===== src/rtl/regfile_pkg.sv =====
// Shared definitions for the register file and its sequential dump reader:
// default widths and the dump FSM state encoding.
package regfile_pkg;

  localparam int REGFILE_N = 16;
  localparam int REGFILE_R = 3;

  typedef enum logic [1:0] {
    IDLE,
    FETCH,
    SEND,
    DONE
  } dump_state_t;

endpackage


===== src/rtl/regfile_dump.sv =====
// Walks every register through one read port and streams (address, data)
// pairs on a valid/ready interface, with abort and a one-cycle done pulse.
module regfile_dump
  import regfile_pkg::*;
#(
  parameter int N         = REGFILE_N,
  parameter int R         = REGFILE_R,
  parameter int SKIP_ZERO = 0
) (
  input  logic         clock,
  input  logic         reset,
  input  logic         start,
  input  logic         abort,
  output logic [R-1:0] readAddr,
  input  logic [N-1:0] readData,
  output logic [N-1:0] outData,
  output logic [R-1:0] outAddr,
  output logic         outValid,
  input  logic         outReady,
  output logic         busy,
  output logic         done
);

  localparam logic [R-1:0] FIRST_ADDR = (SKIP_ZERO != 0) ? R'(1) : R'(0);
  localparam logic [R-1:0] LAST_ADDR  = '1;

  dump_state_t  state_reg;
  logic [R-1:0] count_reg;
  logic [N-1:0] data_reg;
  logic [R-1:0] addr_reg;

  always_ff @(posedge clock or posedge reset) begin
    if (reset) begin
      state_reg <= IDLE;
      count_reg <= '0;
      data_reg  <= '0;
      addr_reg  <= '0;
    end else begin
      case (state_reg)
        IDLE: begin
          if (start) begin
            count_reg <= FIRST_ADDR;
            state_reg <= FETCH;
          end
        end
        FETCH: begin
          if (abort) begin
            state_reg <= IDLE;
          end else begin
            data_reg  <= readData;
            addr_reg  <= count_reg;
            state_reg <= SEND;
          end
        end
        SEND: begin
          // abort outranks the handshake; the terminal compare keeps the counter from wrapping
          if (abort) begin
            state_reg <= IDLE;
          end else if (outReady) begin
            if (count_reg == LAST_ADDR) begin
              state_reg <= DONE;
            end else begin
              count_reg <= count_reg + 1'b1;
              state_reg <= FETCH;
            end
          end
        end
        DONE: begin
          state_reg <= IDLE;
        end
        default: begin
          state_reg <= IDLE;
        end
      endcase
    end
  end

  assign readAddr = count_reg;
  assign outData  = data_reg;
  assign outAddr  = addr_reg;
  assign outValid = (state_reg == SEND);
  assign busy     = (state_reg == FETCH) || (state_reg == SEND);
  assign done     = (state_reg == DONE);

endmodule


===== config.mk =====
export PLATFORM = sky130hd
export DESIGN_NAME = regfile_dump
export DESIGN_NICKNAME = d
export VERILOG_FILES = /design/src/rtl/regfile_pkg.sv /design/src/rtl/regfile_dump.sv
export SDC_FILE = /design/constraint.sdc
export NUM_CORES = 1
export LEC_CHECK = 0
export BUFFER_PORTS_ARGS = -buffer_cell sky130_fd_sc_hd__buf_2
export CAP_MARGIN = 20
export CORE_ASPECT_RATIO = 0.9
export CORE_MARGIN = 8
export CORE_UTILIZATION = 50
export DETAILED_ROUTE_END_ITERATION = 16
export HOLD_SLACK_MARGIN = 0.15
export PLACE_DENSITY_LB_ADDON = 0.08
export SLEW_MARGIN = 40
export SYNTH_ARGS = -nofsm -noshare
export SYNTH_HDL_FRONTEND = slang
export SYNTH_SLANG_ARGS = --single-unit

===== constraint.sdc =====
create_clock -name clock -period 3 [get_ports clock]
set_clock_uncertainty 0.2 [all_clocks]
set_input_delay 0.6 -clock clock [delete_from_list [all_inputs] [get_ports clock]]
set_output_delay 0.6 -clock clock [all_outputs]
set_load 0.02 [all_outputs]

# == After elaboration in Yosys (flattened, before gate mapping) ==
# Cells that the tools add are included.
# word_totals
ff_bits,24
input_bits,21
out_inout_bits,25
elab_cells,32
# classes
add_sub_neg,1
n_eq_ne,9
muxes,11
n_bitwise,1
n_reduce_logical,6
# ops
cell,n
$mux W3,4
$mux W2,5
$pmux W2 S4,1
$ne A2 B2 Y1 const B,3
$pmux W3 S2,1
$reduce_and A5 Y1,1
$eq A2 B2 Y1 const B,2
$reduce_and A2 Y1,2
$add A3 B1 Y3 const B,1
$eq A3 B3 Y1 const B,1
$ne A3 B2 Y1 const B,1
$eq A2 B1 Y1 const B,1
$logic_not A2 Y1,1
$ne A2 B1 Y1 const B,1
$reduce_bool A2 Y1,1
$logic_or A1 B1 Y1,1
$not A1 Y1,1

# == Depth between registers and ports, before layout ==
# depth
word_depth,5
mapped_depth,6
mapped_depth_nobuf,5

# == Worst setup path before layout ==
# No wires, ideal clock.
# synth_timing
path_type,register -> register
start,reg state_reg[0]
end,reg state_reg[1]
setup_time_ns,0.125
arrival_ns,1.502
t_required_ns,2.675
slack_ns,1.174
path_stages_with_launch,6
path_buffers,0
synth_period_minus_slack_ns,1.826
cell_sequence,dfrtp_1 > inv_1 > ha_1 > and2b_1 > a21oi_1 > mux2_2
# synth_via
elab_chain_len,3
elab_cells_between_ends,8
classes_between,eq/ne (5); mux (1); reduce/logical (2)
# synth_rtl
element,line,rtl
from (decl),regfile_dump.sv:27,dump_state_t state_reg;
from (signal assigned),regfile_dump.sv:34,state_reg <= IDLE;
from (signal assigned),regfile_dump.sv:43,state_reg <= FETCH;
from (signal assigned),regfile_dump.sv:48,state_reg <= IDLE;
$eq A2 B2 Y1 (*),--,
via outValid,regfile_dump.sv:18,"output logic outValid,"
$ne A3 B2 Y1 (no source line),--,
$reduce_and A2 Y1 (no source line),--,
# The timed path passes the listed nets; every way through them passes the cells marked *.
# A chain may end at the register's enable or synchronous reset.

# == Worst setup path after layout ==
# layout_timing
start,reg state_reg[0]
end,out outValid
# layout_via
elab_chain_len,1
# layout_rtl
element,line,rtl
$eq A2 B2 Y1,regfile_dump.sv:81,assign outValid = (state_reg == SEND);
to (decl),regfile_dump.sv:18,
# No other way between the ends.

==> load_flow_metrics.sql <==
INSERT INTO impl_metrics (metric_group, metric, value, unit) VALUES
('run_status', 'outcome', 'complete, no violations', ''),
('synthesis', 'synth_ff_type', 'dfrtp_1', ''),
('setup_path', 'crit_path_max_fanout', '7', ''),
('final_layout', 'design_area', '1380', 'um2'),
('clock_tree', 'cts.sink_count', '24', ''),
('sta', 'max_clock_freq', '468', 'MHz'),
('floorplan', 'die_area', '3920', 'um2'),
('synthesis', 'synth_top_cell_area_share', '55.3', '%'),
('global_routing', 'overall_track_demand_over_capacity_in_global_routing', '11.6', '%'),
('synthesis', 'cell_area_after_synthesis', '1090', 'um2'),
('floorplan', 'rows', '16', ''),
('setup_path', 'timing.rr.end', 'state_reg[1]', ''),
('hold_path', 'hold_path.class', 'flop to flop', ''),
('synthesis', 'synth_area_per_cell', '13.7', 'um2'),
('floorplan', 'initial_core_util', '51.2', '%'),
('setup_path', 'reg2reg_slack', '1.14', 'ns'),
('synthesis', 'synthesis.nets', '107', ''),
('routing', 'via_per_instance_ratio', '5.00', ''),
('sta', 'layout_min_cycle_time', '2.14', 'ns'),
('sta', 'timing.final.setup_violations', '0', ''),
('placed_design', 'placement.io_buffers', '45', ''),
('floorplan', 'dieHeight', '60.2', 'um'),
('synthesis', 'netlist-cell-type-count', '20', ''),
('routing', 'ant_nets', '0', ''),
('floorplan', 'horizontal_extent_of_the_die', '65.1', 'um'),
('setup_path', 'critPathCaptureType', 'output port', ''),
('setup_path', 'critPathLaunchType', 'flop', ''),
('setup_path', 'worstSetupEndpoint', 'outValid', ''),
('clock_tree', 'clock_tree_from_tritoncts', 'built', ''),
('setup_path', 'worst_r2r_path_depth', '5', ''),
('clock_tree', 'clock_latency_on_the_worst_skew_pair', '0.30', 'ns'),
('job', 'cap_violations', '0', ''),
('placed_design', 'place_hpwl', '1.74', 'mm'),
('final_layout', 'area_delta_synth_final', '27.3', '%'),
('setup_path', 'worst-endpoint-required', '2.20', 'ns'),
('placed_design', 'placement.cell_area', '1340', 'um2'),
('routing', 'remaining_design_rule_violation_count', '0', ''),
('pwr', 'ir_worst_vdd', '0.000551', 'V'),
('final_layout', 'largest_reg_flops', '16', ''),
('synthesis', 'synth.ff_latch_count', '24', ''),
('floorplan', 'io-pin-count', '46', ''),
('sta', 'timing_worst_slew_pin_value', '0.468', 'ns'),
('synthesis', 'synth_top_cells_by_count', '24 x dfrtp_1, 20 x mux2_2, 7 x ha_1, 6 x inv_1, 3 x nand2_1', ''),
('final_layout', 'post_route_cells_drive_above_1_share', '56.3', '%'),
('final_layout', 'finish.utilization', '65.2', '%'),
('synthesis', 'cell_type_contributing_the_most_total_cell_area_after_synthesis', 'dfrtp_1', ''),
('clock_tree', 'clock_tree.buffer_depth', '2', ''),
('placed_design', 'dp_cells', '150', ''),
('global_routing', 'via_count_of_the_first_global_routing_pass', '772', ''),
('sta', 'timing.final.crit_share', '71.3', '%'),
('synthesis', 'async_reset_ff_share', '100', '%'),
('pwr', 'totalPowerFinal', '1.40', 'mW'),
('pwr', 'power_density', '1010', 'nW/um2'),
('synthesis', 'synth_area_leaders', 'dfrtp_1 55%, mux2_2 21%, ha_1 8.1%', ''),
('final_layout', 'num_antenna_cells', '0', ''),
('setup_path', 'r2r-start', 'state_reg[0]', ''),
('floorplan', 'coreArea', '2120', 'um2'),
('routing', 'first_pass_iters', '3', ''),
('routing', 'wl_per_cell', '13.9', 'um'),
('pwr', 'p_leak', '0.727', 'nW'),
('sta', 'timing.final.hold_violations', '0', ''),
('synthesis', 'synth.yosys.seq_area_share', '55.3', '%'),
('setup_path', 'path_class', 'flop to output port', ''),
('sta', 'slew_headroom', '68.8', '%'),
('final_layout', 'final_cell_count_no_fill', '155', ''),
('sta', 'rsz0062_at_grt', 'no', ''),
('global_routing', 'grt_antenna_before_repair', '0', ''),
('sta', 'setup_tns', '0', 'ns'),
('global_routing', 'grt_first_pass_wirelength', '3.57', 'mm'),
('global_routing', 'grt_overflow', '0', ''),
('routing', 'aggregate_routed_wire_length', '2.16', 'mm');
[cell usage in the layout (no fill, tap or decap), drive strengths merged]
master / n
dfrtp: 24
nor2: 1
a21oi: 2
dlygate4sd3: 1
nor3: 1
clkbuf: 4
nand3b: 1
and2b: 1
nand4b: 2
mux2: 20
nor2b: 2
mux2i: 2
inv: 6
nor3b: 1
nand2: 3
o21ai: 1
ha: 7
nand2b: 1
buf: 46
o32a: 1
o211ai: 1
[critical path, cell delays in order, from the launching register on]
cell,delay (ns)
dfrtp_1,0.43
inv_1,0.12
ha_1,0.28
buf_2,0.21
[how the worst min path moves through the flow]
stage,start,to
2_1_floorplan,state_reg[0],state_reg[0]
3_3_place_gp,outData[9],outData[9]
3_5_place_dp,outData[6],outData[6]
4_1_cts,readData[0],outData[0]
5_1_grt,readData[10],outData[10]
6_report,outAddr[1],outAddr[1]
[kinds of logic after synthesis]
kind of cell / after synthesis / synth area share (%)
DFF: 24 / 55.3
muxes: 22 / 22.6
and+or+nand+nor: 13 / 7.26
buffers and inverters: 8 / 3.80
adders and majority gates: 7 / 8.06
AOI/OAI and AO/OA: 5 / 3.00
[power breakdown]
part,leakage (nW),total (mW),switching (mW),internal [mW]
registers,0.296,0.537,0.0763,0.460
logic,0.409,0.697,0.394,0.303
clock network,0.0210,0.164,0.0895,0.0740
total,0.727,1.40,0.560,0.837
[layer usage]
| metal | GRT usage [%] | wire (um) | vias up |
|---|---|---|---|
| met5 | 0 | 0 | - |
| met4 | 3.73 | 10 | 0 |
| met3 | 3.75 | 165 | 2 |
| met2 | 20.5 | 1110 | 22 |
| met1 | 12.9 | 875 | 380 |
| li1 | - | - | 371 |
[timing repair]
item / in CTS / in global routing
hold endpoints to repair: 24 / 0
resized for setup: 0 / 0
hold buffers: 1 / 0
endpoints found under the setup margin: 0 / 0
[layout make-up]
class                   count  area (um2)
repair buffers             47         243
multi-input cells          47         447
inverters                   6        22.5
flip-flops and latches     24         601
well taps                  27        33.8
fillers                   176         739
clock buffers               4        36.3
Power figures use the tool's default switching activity.
